$ cat src/rtl/step_pkg.sv
// step_pkg: shared state encoding and direction constants for the step/direction link
package step_pkg;
    typedef enum logic [2:0] {IDLE, SETUP, HIGH, LOW, DONE} state_t;
    localparam logic DIR_UP   = 1'b0;
    localparam logic DIR_DOWN = 1'b1;
endpackage

$ cat src/rtl/step_timer.sv
// step_timer: loadable down-counter that flags the last cycle of a timed phase
module step_timer #(
    parameter int DIV_W = 8
) (
    input  logic             clk,
    input  logic             reset,
    input  logic             load,
    input  logic [DIV_W-1:0] load_val,
    input  logic             en,
    output logic             expire
);
    logic [DIV_W-1:0] cnt_q, cnt_d;

    // reload takes priority; count down while enabled and park at zero
    always_comb cnt_d = load ? load_val : (en && cnt_q != '0) ? cnt_q - DIV_W'(1) : cnt_q;

    // counter register
    always_ff @(posedge clk or negedge reset)
        if (!reset) cnt_q <= '0;
        else        cnt_q <= cnt_d;

    assign expire = en && cnt_q == DIV_W'(1);
endmodule

$ cat src/rtl/step_dir_generator.sv
// step_dir_generator: emits step pulses and a direction level until position reaches target
module step_dir_generator
    import step_pkg::*;
#(
    parameter int POS_W   = 8,
    parameter int DIV_W   = 8,
    parameter int PULSE_W = 2
) (
    input  logic                    clk,
    input  logic                    reset,
    input  logic                    start,
    input  logic signed [POS_W-1:0] target,
    input  logic        [DIV_W-1:0] period,
    input  logic                    abort,
    output logic                    step_out,
    output logic                    up_down,
    output logic                    busy,
    output logic                    done,
    output logic signed [POS_W-1:0] position,
    output logic        [1:0]       phase_out
);
    localparam logic [DIV_W-1:0] PW    = DIV_W'(PULSE_W);
    localparam logic [DIV_W-1:0] MIN_P = DIV_W'(PULSE_W + 1);

    state_t                  state_q, state_d;
    logic signed [POS_W-1:0] tgt_q, tgt_d, pos_q, pos_d;
    logic        [DIV_W-1:0] per_q, per_d, tmr_val;
    logic                    dir_q, dir_d, abort_q, abort_d;
    logic                    step_q, step_d, busy_q, busy_d, done_q, done_d;
    logic                    accept, tmr_load, tmr_en, tmr_expire;

    assign accept   = state_q == IDLE && start;
    assign tmr_load = state_d != state_q;
    assign tmr_en   = state_q == HIGH || state_q == LOW;
    assign tmr_val  = (state_d == HIGH) ? PW : per_q - PW;

    step_timer #(.DIV_W(DIV_W)) u_timer (
        .clk      (clk),
        .reset    (reset),
        .load     (tmr_load),
        .load_val (tmr_val),
        .en       (tmr_en),
        .expire   (tmr_expire)
    );

    // state register
    always_ff @(posedge clk or negedge reset)
        if (!reset) state_q <= IDLE;
        else        state_q <= state_d;

    // next state: a started pulse always runs to completion, abort only cuts SETUP or LOW
    always_comb begin
        state_d = state_q;
        unique case (state_q)
            IDLE:    if (start) state_d = (target == pos_q) ? DONE : SETUP;
            SETUP:   state_d = abort ? IDLE : HIGH;
            HIGH:    if (tmr_expire) state_d = (abort || abort_q) ? IDLE : LOW;
            LOW:     if (abort) state_d = IDLE;
                     else if (tmr_expire) state_d = (pos_q == tgt_q) ? DONE : HIGH;
            DONE:    state_d = IDLE;
            default: state_d = IDLE;
        endcase
    end

    // move parameters, direction and position; position steps on entry to HIGH
    always_comb begin
        tgt_d   = accept ? target : tgt_q;
        per_d   = accept ? ((period < MIN_P) ? MIN_P : period) : per_q;
        dir_d   = (accept && target != pos_q) ? ((target < pos_q) ? DIR_DOWN : DIR_UP) : dir_q;
        abort_d = (state_q == HIGH) && (abort_q || abort);
        pos_d   = (state_d == HIGH && state_q != HIGH) ?
                  ((dir_q == DIR_DOWN) ? pos_q - POS_W'(1) : pos_q + POS_W'(1)) : pos_q;
    end

    // outputs decoded from the next state so they leave a flop glitch-free
    always_comb begin
        step_d = state_d == HIGH;
        busy_d = state_d inside {SETUP, HIGH, LOW};
        done_d = state_d == DONE;
    end

    // datapath and output registers
    always_ff @(posedge clk or negedge reset)
        if (!reset) begin
            tgt_q   <= '0;
            per_q   <= '0;
            pos_q   <= '0;
            dir_q   <= DIR_UP;
            abort_q <= 1'b0;
            step_q  <= 1'b0;
            busy_q  <= 1'b0;
            done_q  <= 1'b0;
        end else begin
            tgt_q   <= tgt_d;
            per_q   <= per_d;
            pos_q   <= pos_d;
            dir_q   <= dir_d;
            abort_q <= abort_d;
            step_q  <= step_d;
            busy_q  <= busy_d;
            done_q  <= done_d;
        end

    assign step_out  = step_q;
    assign up_down   = dir_q;
    assign busy      = busy_q;
    assign done      = done_q;
    assign position  = pos_q;
    assign phase_out = pos_q[1:0];
endmodule

$ cat config.mk
export PLATFORM = sky130hd
export DESIGN_NAME = step_dir_generator
export DESIGN_NICKNAME = d
export VERILOG_FILES = /design/src/rtl/step_pkg.sv /design/src/rtl/step_timer.sv /design/src/rtl/step_dir_generator.sv
export SDC_FILE = /design/constraint.sdc
export NUM_CORES = 1
export LEC_CHECK = 0
export CORE_MARGIN = 2
export CORE_UTILIZATION = 50
export CTS_CLUSTER_DIAMETER = 60
export DETAILED_ROUTE_END_ITERATION = 10
export HOLD_SLACK_MARGIN = 0.06
export MAX_ROUTING_LAYER = met4
export PLACE_DENSITY = 0.76
export SLEW_MARGIN = 20
export SYNTH_ARGS = -nofsm -noshare
export SYNTH_HDL_FRONTEND = slang
export SYNTH_HIERARCHICAL = 1
export SYNTH_SLANG_ARGS = --single-unit
$ cat constraint.sdc
create_clock -name clk -period 3 [get_ports clk]
set_input_delay 0.6 -clock clk [delete_from_list [all_inputs] [get_ports clk]]
set_output_delay 0.6 -clock clk [all_outputs]
set_load 0.01 [all_outputs]
# Word-level counts from Yosys, hierarchy flattened
# Cells that the tools add are included.
[word_totals]
output_inout_bits = 14
word_cells = 56
reg_bits = 40
[op_classes]
eq_ne = 13
order_cmp = 2
n_addsub = 4
mux = 15
n_reduce_logical = 12
[ops]
columns = ["op", "count"]
rows = [
  ["8-bit two-way mux", 5],
  ["3-bit two-way mux", 6],
  ["8-bit == test", 2],
  ["8-bit by 2-bit subtractor with 8-bit output (second input constant)", 2],
  ["3-bit by 2-bit == test with 1-bit output (second input constant)", 4],
  ["3-bit case mux with 4 select lines", 1],
  ["8-bit by 2-bit adder with 8-bit output (second input constant)", 1],
  ["8-bit by 1-bit == test with 1-bit output (second input constant)", 1],
  ["8-bit by 2-bit less-than comparator with 1-bit output (second input constant)", 1],
  ["8-bit less-than comparator", 1],
  ["8-bit != test", 1],
  ["8-bit nonzero test", 1],
  ["8-bit by 1-bit subtractor with 8-bit output (second input constant)", 1],
  ["3-bit by 1-bit == test with 1-bit output (second input constant)", 2],
  ["1-bit logical AND", 6],
  ["2-bit two-way mux", 2],
  ["3-bit == test (second input constant)", 1],
  ["3-bit zero test", 1],
  ["3-bit by 2-bit != test with 1-bit output (second input constant)", 1],
  ["3-bit != test", 1],
  ["3-bit nonzero test", 1],
  ["1-bit logical OR", 2],
  ["2-bit nonzero test", 1],
  ["1-bit two-way mux", 1],
]

# Depth between registers and ports, before layout
# Gate-level depths: netlist (run 1).
[logic_depth]
ltp_word = 9
mapped_depth = 13

# Hierarchy
# Netlist (run 1), hierarchy kept.
[by_module_without_submodules]
columns = ["mod", "seq_area_each_um2", "n_inst", "area_per_inst_um2", "cells_each"]
rows = [
  ["step_dir_generator", 800.8, 1, 2064.5, 198],
  ["step_timer", 200.2, 1, 520.5, 56],
]

# Worst setup path after synthesis (run 1)
# Ideal clock, no wire load.
[synth_timing]
path_type = "reg-to-reg"
startpoint = "reg state_q[2]"
endpoint = "reg u_timer.cnt_q[5]"
stages_incl_launch_ff = 12
arrival_ns = 3.181
t_required_ns = 2.931
setup_time_ns = 0.069
setup_slack_ns = -0.250
n_path_buf = 0
period_less_slack_ns = 3.250
cell_sequence = "dfrtp_1 > nand2b_1 > inv_1 > or4bb_1 > nor2_1 > nor2b_1 > o21a_1 > or2_2 > xor2_1 > or4_1 > or4b_1 > nand3_1"
[synth_between]
word_cells_on_any_way = 17
classes_between = "5 x eq/ne; 7 x mux; 5 x reduce/logical"
[synth_lines]
columns = ["item", "line", "source"]
rows = [
  ["start, declared", "step_dir_generator.sv:25", "state_t state_q, state_d;"],
  ["start signal, assigned", "step_dir_generator.sv:49", "else state_q <= state_d;"],
  ["3-bit by 2-bit == test with 1-bit output", "step_dir_generator.sv:34", "assign tmr_en = state_q == HIGH || state_q == LOW;"],
  ["1-bit logical OR *", "step_dir_generator.sv:34", ""],
  ["named net tmr_en", "step_dir_generator.sv:30", "logic accept, tmr_load, tmr_en, tmr_expire;"],
  ["1-bit logical AND *", "step_timer.sv:22", "assign expire = en && cnt_q == DIV_W'(1);"],
  ["named net tmr_expire", "step_dir_generator.sv:30", ""],
  ["3-bit two-way mux", "step_dir_generator.sv:59", "else if (tmr_expire) state_d = (pos_q == tgt_q) ? DONE : HIGH;"],
  ["3-bit two-way mux", "step_dir_generator.sv:58", "LOW: if (abort) state_d = IDLE;"],
  ["3-bit case mux with 4 select lines *", "step_dir_generator.sv:54", "unique case (state_q)"],
  ["named net state_d[0]", "step_dir_generator.sv:25", ""],
  ["3-bit != test *", "step_dir_generator.sv:33", "assign tmr_load = state_d != state_q;"],
  ["named net tmr_load", "step_dir_generator.sv:30", ""],
  ["8-bit two-way mux / 2-bit nonzero test (equally long branches)", "n/a", ""],
  ["end signal, assigned", "step_timer.sv:20", "else cnt_q <= cnt_d;"],
  ["end, declared", "step_timer.sv:12", "logic [DIV_W-1:0] cnt_q, cnt_d;"],
]
# The timed path passes the listed nets; every way through them passes the cells marked *.
# A chain may end at the register's enable or synchronous reset.

# Final worst setup path (run 1)
# Ends and elaborated chain as after synthesis.

==> results.ini, run 1 <==
[synth]
synth-seq-cells = 40
synth-main-ff-cell = dfrtp_1
syn_nets = 293
synth_cell_type_count = 55
synth_area_per_cell_um2 = 10.2
synthArstFlopShare_pct = 100
synth_seq_area_share_pct = 38.7
yosys_warnings = 6
yosysTopAreaCellShare_pct = 38.7
synth-edff-count = 0
netlist_instances = 254
synthTopCellsByArea = dfrtp_1 39%, ha_1 8.7%, mux2_2 5.7%
synth.largest_area_cell = dfrtp_1
netlist_area_um2 = 2580

[power]
power.share.clock_pct = 8.6
switchingPower_mw = 1.65
p_int_mw = 2.31
p_leak_nw = 1.46
power_density_nw_per_um2 = 1200
total_power_mw = 3.96
share_comb_of_total_power_pct = 63.8
power_frac_seq_pct = 27.6
ir_drop_mv = 0.778
switching_share_pct = 41.6

[clock_tree]
clk_path_buf_depth = 2
cts_sinks = 40
cts_tree = built
ctsHoldBuffers = 0
root_buffer = clkbuf_8
numCtsBuffers = 5
clock_latency_ns = 0.29
cts_max_level = 2
path_clk_slew_ns = 0.08

[detailed_routing]
drc_errors = 0
firstDrtPassIters = 4
vias_per_cell = 5.39
wire_per_inst_um = 14.8
ant_nets = 0
met3RoutedLength_um = 194
detail_route.iter0.violations = 169
wl_met1_um = 2590
top_layer_used = met4
wl_met2_um = 2850
wl_um = 5690
vias = 2074

[cells_and_area]
design_area_um2 = 3290
fin_nets = 354
diodes = 0
syn2layout_area_growth_pct = 27.3
drive_above_1_share_pct = 21.6
fillers = 413
finalNonFillerCells = 385
final_util_pct = 65.2

[die]
die_h_um = 75.9
start_util_pct = 51.3
fp-row-count = 26
die_w_um = 75.9
fp.dieArea_um2 = 5760
core-area_um2 = 5040
ios = 34

[grt]
grt_pass1_wl_um = 9540
antenna_found_initial = 0
grt_usage_pct = 21.3
grt-ovfl-total = 0
grt_max_degree = 41
grt_pass1_vias = 2077

[critical_path]
slowest_delay_ns = 0.50
worstPathRequired_ns = 3.24
arrival_ns = 3.29
worstSetupPathDepth = 12
reg2regPathDepth = 12
setup.worst_path.end = u_timer/cnt_q[5]
crit_type = reg2reg
reg2reg_to = u_timer/cnt_q[5]
end_kind = flip-flop
cp_max_fo = 4
crit_family = simple AND/OR/NAND/NOR gates
startpoint = state_q[2]
worst-path-buf-inv = 2
rrSetupSlack_ns = -0.05
startpoint_type = flip-flop
critical_path.slowest_cell = or4bb_1
r2r_start = state_q[2]
cp_cell_sequence = nand2b_4, inv_4, or4bb_1, nor2_2, buf_4, nor3b_2, o21a_1, or2_4, xor2_1, or4_4, or4b_4, nand3_2

[timing]
fin_crit_ns = 3.05
worst_pin_slew_ns = 0.892
rsz0062_at_grt = yes
setup_viol = 2
max_freq_ghz = 0.328
setup_slack_ns = -0.0508
finalMaxSlewViolations = 0
fin_skew_ns = 0.00862
hold_viol_final = 0
post-route-period-util_pct = 102
max_slew_margin_pct = 40.6
setup_tns_ns = -0.0577

[placement]
place_inst = 374
dp_hpwl_um = 4280
io_buffers = 33
place_area_um2 = 3150
place.gp.congestion = 0.882

[run_status]
violations = negative setup slack
status = complete, but fails checks

[worst_hold_path]
hold_path.class = in2async

[run]
drv_cap = 0

[stage by stage]
| stage | setup slack, ns | hold slack, ns |
|---|---|---|
| 2_1_floorplan | 0.00329 | 0.304 |
| 3_3_place_gp | -0.294 | 0.502 |
| 3_5_place_dp | -0.404 | 0.518 |
| 4_1_cts | -0.0356 | 0.453 |
| 5_1_grt | -0.145 | 0.509 |
| 6_report | -0.0508 | 0.425 |
[worst reg2reg max path, cell delays in order, from the launching register on]
cell	delay (ns)
dfrtp_1	0.38
nand2b_4	0.15
inv_4	0.06
or4bb_1	0.50
nor2_2	0.17
buf_4	0.16
nor3b_2	0.19
o21a_1	0.18
or2_4	0.13
xor2_1	0.05
or4_4	0.44
or4b_4	0.50
nand3_2	0.08
[power groups by stage]
stage          clock network [mW]  registers (mW)  logic (mW)
2_1_floorplan                   0            1.09        1.69
3_3_place_gp                    0            1.09        2.38
3_5_place_dp                    0            1.10        2.43
4_1_cts                     0.348            1.09        2.47
5_1_grt                     0.377            1.14        2.80
6_report                    0.341            1.10        2.53
[how the worst min path moves through the flow]
| stage | end | cells after the start |
|---|---|---|
| CTS | u_timer/cnt_q[1] | 1 |
| finish | u_timer/cnt_q[1] | 1 |
| global route | u_timer/cnt_q[1] | 1 |
| detailed placement | tgt_q[3] | 1 |
| global placement | per_q[0] | 2 |
| floorplan | abort_q | 0 |
[Yosys cell counts (all sizes together) (3+ instances only)]
library cell  number
or2                3
mux2              14
nor2              18
buf                5
or3                3
o21ai              9
mux2i              6
nand3              5
xor2               8
ha                18
nor3               6
a21oi             13
nand2b             5
or4b               3
inv               19
nor3b              3
o21a               4
nor2b              8
nand2             11
dfrtp             40
or4                6
xnor2             14
a2bb2oi            3
[what timing repair did]
item                       in CTS  in global routing
setup endpoints to repair       7                  7
gates resized for setup         1                  8
pin swaps                       3                  3
setup buffers                   1                  3
[kinds of logic after synthesis]
family | Yosys count | synth area share, %
flip-flops | 40 | 38.7
AO/OA/AOI/OAI | 49 | 13.5
XOR/XNOR | 22 | 7.45
AND/OR/NAND/NOR | 78 | 17.9
adder cells (fa/ha/maj) | 19 | 9.49
multiplexers | 20 | 8.57
buffers and inverters | 26 | 4.40
[cell type report]
class                   count  area [um2]  share of cell area (%)
clock inverters             1        5.00                   0.152
multi-input cells         188        1510                    45.8
repair buffers             61         543                    16.5
inverters                  19        73.8                    2.24
clock buffers               6        72.6                    2.21
flip-flops and latches     40        1000                    30.4
well taps                  70        87.6                    2.66
[routing by layer]
layer	global-route usage, %	up-vias
li1	-	1024
met2	35.2	45
met1	26.9	999
met3	3.69	6
met4	6.73	0
met5	-	-
[placed cells by master, fill, tap and decap left out, drive strengths merged, types with 2 or more instances in the layout]
cell           count
mux2i              6
o211ai             2
a21o               2
o31ai              2
inv               19
o21ai              9
nor2              18
o21a               4
nor3b              3
or2                3
xor2               8
a31oi              2
ha                18
xnor2             14
a32o               2
or4b               3
buf               29
a2bb2oi            3
clkdlybuf4s50     32
a22oi              2
a21oi             13
nand3              5
dfrtp             40
mux2              14
o31a               2
clkbuf             6
nor4               2
nand2             11
nand2b             5
nor2b              8
or4                6
nor3               6
or3                3
[registers in the layout (all words and copies together) (netlist names)]
signal / cells
step_out: 1
per_q: 8
position: 8
busy: 1
state_q: 3
tgt_q: 8
up_down: 1
u_timer/cnt_q: 8
abort_q: 1
done: 1
No activity file was read; power rests on OpenSTA's default activity.
==> run 2: changes to the inputs <==
--- a/config.mk
+++ b/config.mk
@@ -10,9 +10,8 @@
 export CTS_CLUSTER_DIAMETER = 60
 export DETAILED_ROUTE_END_ITERATION = 10
 export HOLD_SLACK_MARGIN = 0.06
-export MAX_ROUTING_LAYER = met4
 export PLACE_DENSITY = 0.76
-export SLEW_MARGIN = 20
+export SLEW_MARGIN = 15
 export SYNTH_ARGS = -nofsm -noshare
 export SYNTH_HDL_FRONTEND = slang
 export SYNTH_HIERARCHICAL = 1
==> results.ini, run 2 (synthesis results as in run 1) <==
[power]
p_int_mw = 2.31  ; about the same
ir_drop_mv = 0.779  ; +0.15%
switching_share_pct = 41.8  ; +0.16 points
p_leak_nw = 1.46  ; unchanged
switchingPower_mw = 1.66  ; +0.67%
power_density_nw_per_um2 = 1210  ; +0.28%
share_comb_of_total_power_pct = 63.8  ; about the same
power.share.clock_pct = 8.7  ; about the same
power_frac_seq_pct = 27.6  ; about the same

[detailed_routing]
vias = 2094  ; +0.96%
vias_per_cell = 5.44  ; +0.96%
detail_route.iter0.violations = 187  ; +11%
ant_nets = 0  ; unchanged
wire_per_inst_um = 14.9  ; +0.56%
firstDrtPassIters = 5  ; +1
wl_um = 5730  ; +0.56%
drc_errors = 0  ; unchanged

[clock_tree]
cts_max_level = 2  ; unchanged
clk_path_buf_depth = 2  ; unchanged
path_clk_slew_ns = 0.08  ; about the same
cts_tree = built
clock_latency_ns = 0.30  ; about the same
root_buffer = clkbuf_8
cts_sinks = 40  ; unchanged
numCtsBuffers = 5  ; unchanged

[critical_path]
arrival_ns = 3.29  ; about the same
slowest_delay_ns = 0.50  ; about the same
cp_cell_sequence = nand2b_4, inv_4, or4bb_1, nor2_2, buf_4, nor3b_2, o21a_1, or2_4, xor2_1, or4_4, or4b_4, nand3_2
crit_family = simple AND/OR/NAND/NOR gates
reg2reg_to = u_timer/cnt_q[5]
worstPathRequired_ns = 3.24  ; about the same
startpoint = state_q[2]
rrSetupSlack_ns = -0.05  ; about the same
crit_type = reg2reg
end_kind = flip-flop
r2r_start = state_q[2]
cp_max_fo = 4  ; unchanged
worst-path-buf-inv = 2  ; unchanged
startpoint_type = flip-flop
reg2regPathDepth = 12  ; unchanged
critical_path.slowest_cell = or4bb_1

[timing]
fin_crit_ns = 3.05  ; -0.00498 ns
max_freq_ghz = 0.328  ; +0.16%
finalMaxSlewViolations = 0  ; unchanged
setup_tns_ns = -0.0488  ; +0.00894 ns
setup_viol = 2  ; unchanged
setup_slack_ns = -0.0458  ; +0.00498 ns
worst_pin_slew_ns = 0.895  ; +0.00321 ns
fin_skew_ns = 0.0114  ; +0.00274 ns
hold_viol_final = 0  ; unchanged
max_slew_margin_pct = 40.3  ; -0.21 points
rsz0062_at_grt = yes
post-route-period-util_pct = 102  ; -0.17 points

[die]
core-area_um2 = 5040  ; unchanged
die_w_um = 75.9  ; unchanged
start_util_pct = 51.3  ; unchanged
fp-row-count = 26  ; unchanged
die_h_um = 75.9  ; unchanged
ios = 34  ; unchanged
fp.dieArea_um2 = 5760  ; unchanged

[cells_and_area]
syn2layout_area_growth_pct = 27.3  ; unchanged
drive_above_1_share_pct = 21.6  ; unchanged
final_cell_mix = 40 x dfrtp_1, 32 x clkdlybuf4s50_1, 26 x buf_4
diodes = 0  ; unchanged
fin_nets = 354  ; unchanged
design_area_um2 = 3290  ; unchanged
layout_commonest_cell = dfrtp_1
fillers = 413  ; unchanged

[grt]
grt_pass1_wl_um = 9520  ; -0.14%
grt_pass1_vias = 2081  ; +0.19%
grt_max_degree = 41  ; unchanged
antenna_found_initial = 0  ; unchanged
grt-ovfl-total = 0  ; unchanged
grt_usage_pct = 20.6  ; -0.65 points

[placement]
place_area_um2 = 3150  ; unchanged
place.gp.congestion = 0.868  ; -1.6%
io_buffers = 33  ; unchanged
dp_hpwl_um = 4280  ; unchanged
detailedPlace.worstSlack_ns = -0.404  ; unchanged

[run_status]
status = complete, but fails checks
violations = negative setup slack

[worst_hold_path]
hold_path.class = in2async

[run]
drv_cap = 0  ; unchanged

-- run 2: metrics by stage --
step | power (mW) | utilization, % | instances | hold WS (ns)
finish | 3.97 | 65.2 | 385 | 0.423
global route | 4.31 | 65.2 | 385 | 0.515
CTS | 3.90 | 64.2 | 382 | 0.453
detailed placement | 3.53 | 62.5 | 374 | 0.518
global placement | 3.46 | 62.5 | 374 | 0.502
floorplan | 2.78 | - | 254 | 0.304
-- run 2: how the worst max path moves through the flow --
stage	end	slack (ns)	cells after the start
6_report	u_timer/cnt_q[5]	-0.05	12
5_1_grt	u_timer/cnt_q[5]	-0.14	12
4_1_cts	u_timer/cnt_q[5]	-0.04	11
3_5_place_dp	u_timer/cnt_q[5]	-0.40	10
3_3_place_gp	u_timer/cnt_q[5]	-0.29	10
2_1_floorplan	u_timer/cnt_q[5]	0.003	11
-- run 2: layer usage --
layer	track usage (%)	share of wire (%)	up-vias	wire, um
met5	0	0	-	0
met4	6.73	1.2	0	69
met3	3.81	3.4	6	193
met2	35.1	50	43	2860
met1	26.8	45	1018	2600
li1	-	-	1027	-
-- run 2: timing repair --
action                                  CTS  global route
setup buffers                             1             3
endpoints found under the setup margin    7             7
hold buffers                              0             0
resized for setup                         1             8
pin swaps                                 3             3
-- run 2: worst register-to-register path: cells and delay by family, from the launching register on --
family	cells	cell delay, ns
AO/OA/AOI/OAI	1	0.18
flip-flops	1	0.38
buffers and inverters	2	0.22
XOR/XNOR	1	0.05
AND/OR/NAND/NOR	8	2.16
-- run 2: final cells by class --
class                      count  area (um2)  area share [%]
multi-input combinational    188        1510            45.8
sequential                    40        1000            30.4
timing repair buffer          61         543            16.5
tap                           70        87.6            2.66
inverter                      19        73.8            2.24
clock buffer                   6        72.6            2.21
clock inverter                 1        5.00           0.152
-- run 2: power groups by stage --
stage | sequential (mW) | clock [mW] | combinational, mW
finish | 1.10 | 0.345 | 2.53
global route | 1.14 | 0.378 | 2.80
CTS | 1.09 | 0.348 | 2.47
detailed placement | 1.10 | 0 | 2.43
global placement | 1.09 | 0 | 2.38
floorplan | 1.09 | 0 | 1.69
==> RTL change 1: new RTL, flow settings as in run 2 <==
Set the parameter `POS_W` to 10 (it was 8).
--- a/src/rtl/step_dir_generator.sv
+++ b/src/rtl/step_dir_generator.sv
@@ -4,3 +4,3 @@
 #(
-    parameter int POS_W   = 8,
+    parameter int POS_W   = 10,
     parameter int DIV_W   = 8,
Ports: changed (resized position and target); port bits go from 34 to 38. The function was not compared with the original's and may differ.
==> RTL change 1 against run 2 <==
  * Wire length is 14% higher
  * Critical path type unchanged
  * Power is 2.7% higher
  * Synthesized area increased by 12%
  * Sequential cell count up 4
  * Design area grew 10%
  * Setup slack improved by 0.11 ns
  * Largest power group unchanged
  * Combinational power shrank 2%
==> RTL change 1: results (changes against run 2) <==
The flow ran to the end, and the final reports show no timing, DRC or antenna violations. The logs give 2364 (+14%) for the via count of the first global-routing pass and 0.03708 (-0.001017) for the global routing met3 resource utilization. The logs give 3.17 ns (-0.12 ns) for the critical path data arrival time and 24 (-41%) for the largest net degree at the start of global routing. The routed via count divided by cell count was 5.576 (+2.5%); the aggregate global-route resource usage was 0.2182 (+0.01173). The non-clock buffer count in the final layout is 57 (-6.6%). Total nets after synthesis: 344 (+17%). The run gives 1.544 nW (+6.0%) as the leakage component of the power.

For the initial DRC count, the log shows 132 (-29%). Ranked by instance count, the synthesized netlist is headed by dfrtp_1, ha_1, inv_1. The logs give 10900 um (+14%) for the global-route wire length before repair and 0.06 ns (+0.11 ns) for the setup slack of the worst register-to-register path. The post-synthesis area per instance is 9.675 sq um (-4.9%), and the met1 track demand over resource is 0.2971 (+0.02951). The area used by multi-input combinational logic was 1732 sq um (+15%); the post-CTS setup-driven buffer insertion count was 2 (+1). Register share of the cell area: 0.3043 (about the same). The most critical setup path has its startpoint at u_timer/cnt_q[1]. The adder-cell share of the synthesized area was 0.1021 (+0.007207); the clock-cell share of area was 0.02591 (+0.002324). The share of final layout cell area taken by non-clock buffers is 0.1430 (-0.02208), and the worst slack at placement is -0.2993 ns (+0.1049 ns).

The maximum fanout along the worst path came out at 2 (-2). The transition time at the pin with the least slew margin was 0.5850 ns (-0.3099 ns); the sequential fraction of the synthesis area was 0.3806 (-0.006599). The count of multi-input combinational gates was 226 (+20%). Final-stage net count: 401 (+13%). The tools report the clock buffer count in the final layout as 7 (+1).

The highest ir drop seen on vdd is 0.0006809 V (-13%), and the number of distinct library cells after synthesis is 52 (-5.5%).
-- RTL change 1: cell count changes in the layout (fill, tap and decap cells not counted), moves of 4 or more --
| cell | before | now |
|---|---|---|
| o21ai_0 | 8 | 18 |
| nor2b_1 | 8 | 4 |
| nor3_1 | 5 | 9 |
| buf_4 | 26 | 20 |
| mux2i_1 | 6 | 0 |
| xor2_1 | 8 | 4 |
| xnor2_1 | 14 | 18 |
| nand2_1 | 11 | 21 |
-- RTL change 1: power breakdown --
part | switching [mW] | total [mW] | leakage (nW) | internal (mW)
clock | 0.196 | 0.383 | 0.0445 | 0.187
sequential | 0.322 | 1.21 | 0.529 | 0.883
combinational | 1.24 | 2.49 | 0.971 | 1.25
-- RTL change 1: layer usage --
layer  share of wire  vias to the layer above
met5               0                        -
met4           0.019                        0
met3           0.026                       15
met2            0.48                       42
met1            0.47                     1152
li1                -                     1183
==> RTL change 2: new RTL, settings of run 2 <==
Made on the original files. Remove the register `busy_q`: a continuous assignment takes its place, so the output `busy` follows one clock earlier.
--- a/src/rtl/step_dir_generator.sv
+++ b/src/rtl/step_dir_generator.sv
@@ -90,3 +90,2 @@
             step_q  <= 1'b0;
-            busy_q  <= 1'b0;
             done_q  <= 1'b0;
@@ -99,5 +98,6 @@
             step_q  <= step_d;
-            busy_q  <= busy_d;
             done_q  <= done_d;
         end
+
+    assign busy_q = busy_d;
 
Check against the original RTL: not equivalent (a bounded check fails within 4 cycles, from zero or initial values and one cycle with reset low).
==> RTL change 2 against run 2 <==
  * The run still ends with setup timing left
  * First-iteration DRC count down 42%
  * Design area up 7.4%
  * Setup slack worse by 0.15 ns
  * Synthesized cell count down 0.39%
  * Wire length up 7.9%
  * Critical path type is now flop to output pin
  * Cell count up 3.9%
  * Sequential power down 5%
  * Highest routed layer unchanged
  * Sequential cell count down 1
  * Combinational power up 21%
  * Power up 15%
  * Synthesized area down 0.97%
  * Maximum frequency down 4.5%
  * Global-route usage up 2.4 points
==> RTL change 2: results (changes against run 2) <==
The portion of total power attributed to the clock network was 0.102 (+0.015). The clock-cell share of area is 0.03329 (+0.009703). The run gives 0.4018 (-0.001566) as the worst relative slew slack. The via count of the first global-routing pass is 2113 (+1.5%). The routed via count divided by cell count is 5.358 (-1.5%), and the worst slack at placement is -0.5276 ns (-0.1234 ns). The adder-cell share of the synthesized area works out to 0.09580 (+0.0009274).

By area the synthesized netlist is led by dfrtp_1, ha_1, mux2_2. The dominant synthesized flop cell was dfrtp_1. By count the netlist is led by dfrtp_1, inv_1, ha_1, nor2_1, xnor2_1.

The area growth from synthesis to layout is 38.03%. The register share of the cell area was 0.2762 (-0.02809). The non-clock buffer count in the final layout is 76 (+25%), and the biggest cell delay along the critical path is 0.53 ns (+0.03 ns). The run gives 380 (+1.6%) as the number of placed cells counting well taps. The maximum fanout along the worst path works out to 2 (-2).

The run gives -0.9140 ns (-0.8653 ns) as the final-layout setup total negative slack. The run gives 2714 um (+4.4%) as the total routed wire length on the met1 layer. The checks that failed: setup timing.

The cell count of the worst reg-to-reg path works out to 13 (+1). The flow ran to the end, but the final reports show violations. The switching share of power was 0.4049 (-0.01284). The share of the final layout cell area in multi-input gates came out at 0.4472 (-0.01073). The ratio of cells with drive above 1 in the final layout came out at 0.2970 (+0.08110).

The tools report the post-placement cell area as 3179 sq um (+0.87%). The sequential group share of total power is 0.227 (-0.049). The run gives 4 (-1) as the total iterations of the first detailed-routing run.

The final-stage net count is 368 (+4.0%), and the clock group power is 0.467 mW (+35%). The logs give 0.30 ns (about the same) for the clock latency on the worst-skew pair and 0.2836 (+0.01597) for the met1 track demand over resource. The sequential fraction of the synthesis area was 0.3812 (-0.005990).

The aggregate global-route resource usage was 0.2304 (+0.02392); the leakage component of the power was 1.574 nW (+8.1%). The sequential cell count of the final layout was 39 (-2.5%). The logs give 292 (-0.34%) for the total nets after synthesis and 0.8665 (-0.16%) for the final weighted congestion in routability-driven placement. The met3 wire length came out at 225 um (+17%). The logs give -0.1909 ns (-0.1451 ns) for the final worst setup slack and 6 (unchanged) for the clock buffer count in the final layout.

The initial DRC count was 108 (-42%); the count of final setup violators was 8 (+6). The critical path data arrival time is 2.59 ns (-0.70 ns). The run gives 9811 um (+3.0%) as the global-route wire length before repair.

For the die footprint, the log shows 5709 sq um (-0.91%). The share of synthesized area spent on multiplexers was 0.08651 (+0.0008375). Master of the slowest instance on the critical path: or4bb_4.

The post-DP HPWL is 4177 um (-2.3%). The met2 capacity usage during global routing came out at 0.3990 (+0.04814). The parity-gate share of the synthesized area counting xor and xnor cells is 0.07527 (+0.0007286).

The logs give 40 (-2.4%) for the largest net degree at the start of global routing and 400 (+3.9%) for the non-filler instance count after layout. The final routed wire length divided by cell count was 15.45 um (+3.9%); the global routing met3 resource utilization was 0.05688 (+0.01878). The total length of routed met2 wires is 3174 um (+11%), and the highest ir drop seen on vdd is 0.0007527 V (-3.4%).
[RTL change 2: repair_timing]
| action | in CTS | in global routing |
|---|---|---|
| gates cloned | 1 | 0 |
| resized for setup | 19 | 15 |
| setup buffers | 7 | 4 |
| pin swaps | 12 | 9 |
| hold buffers | 0 | 0 |
| setup endpoints to repair | 8 | 10 |
[RTL change 2: path summary, 6_finish.rpt]
kind                             startpoint          endpoint  slack [ns]
setup / recovery           u_timer/cnt_q[1]              busy       -0.19
hold / removal                        reset  u_timer/cnt_q[5]        0.43
setup reg to reg           u_timer/cnt_q[1]  u_timer/cnt_q[1]       -0.19
hold reg to reg                    per_q[0]          per_q[0]        0.53
max in group asynchronous             reset          tgt_q[2]        2.01
min in group clk                   per_q[0]          per_q[0]        0.53
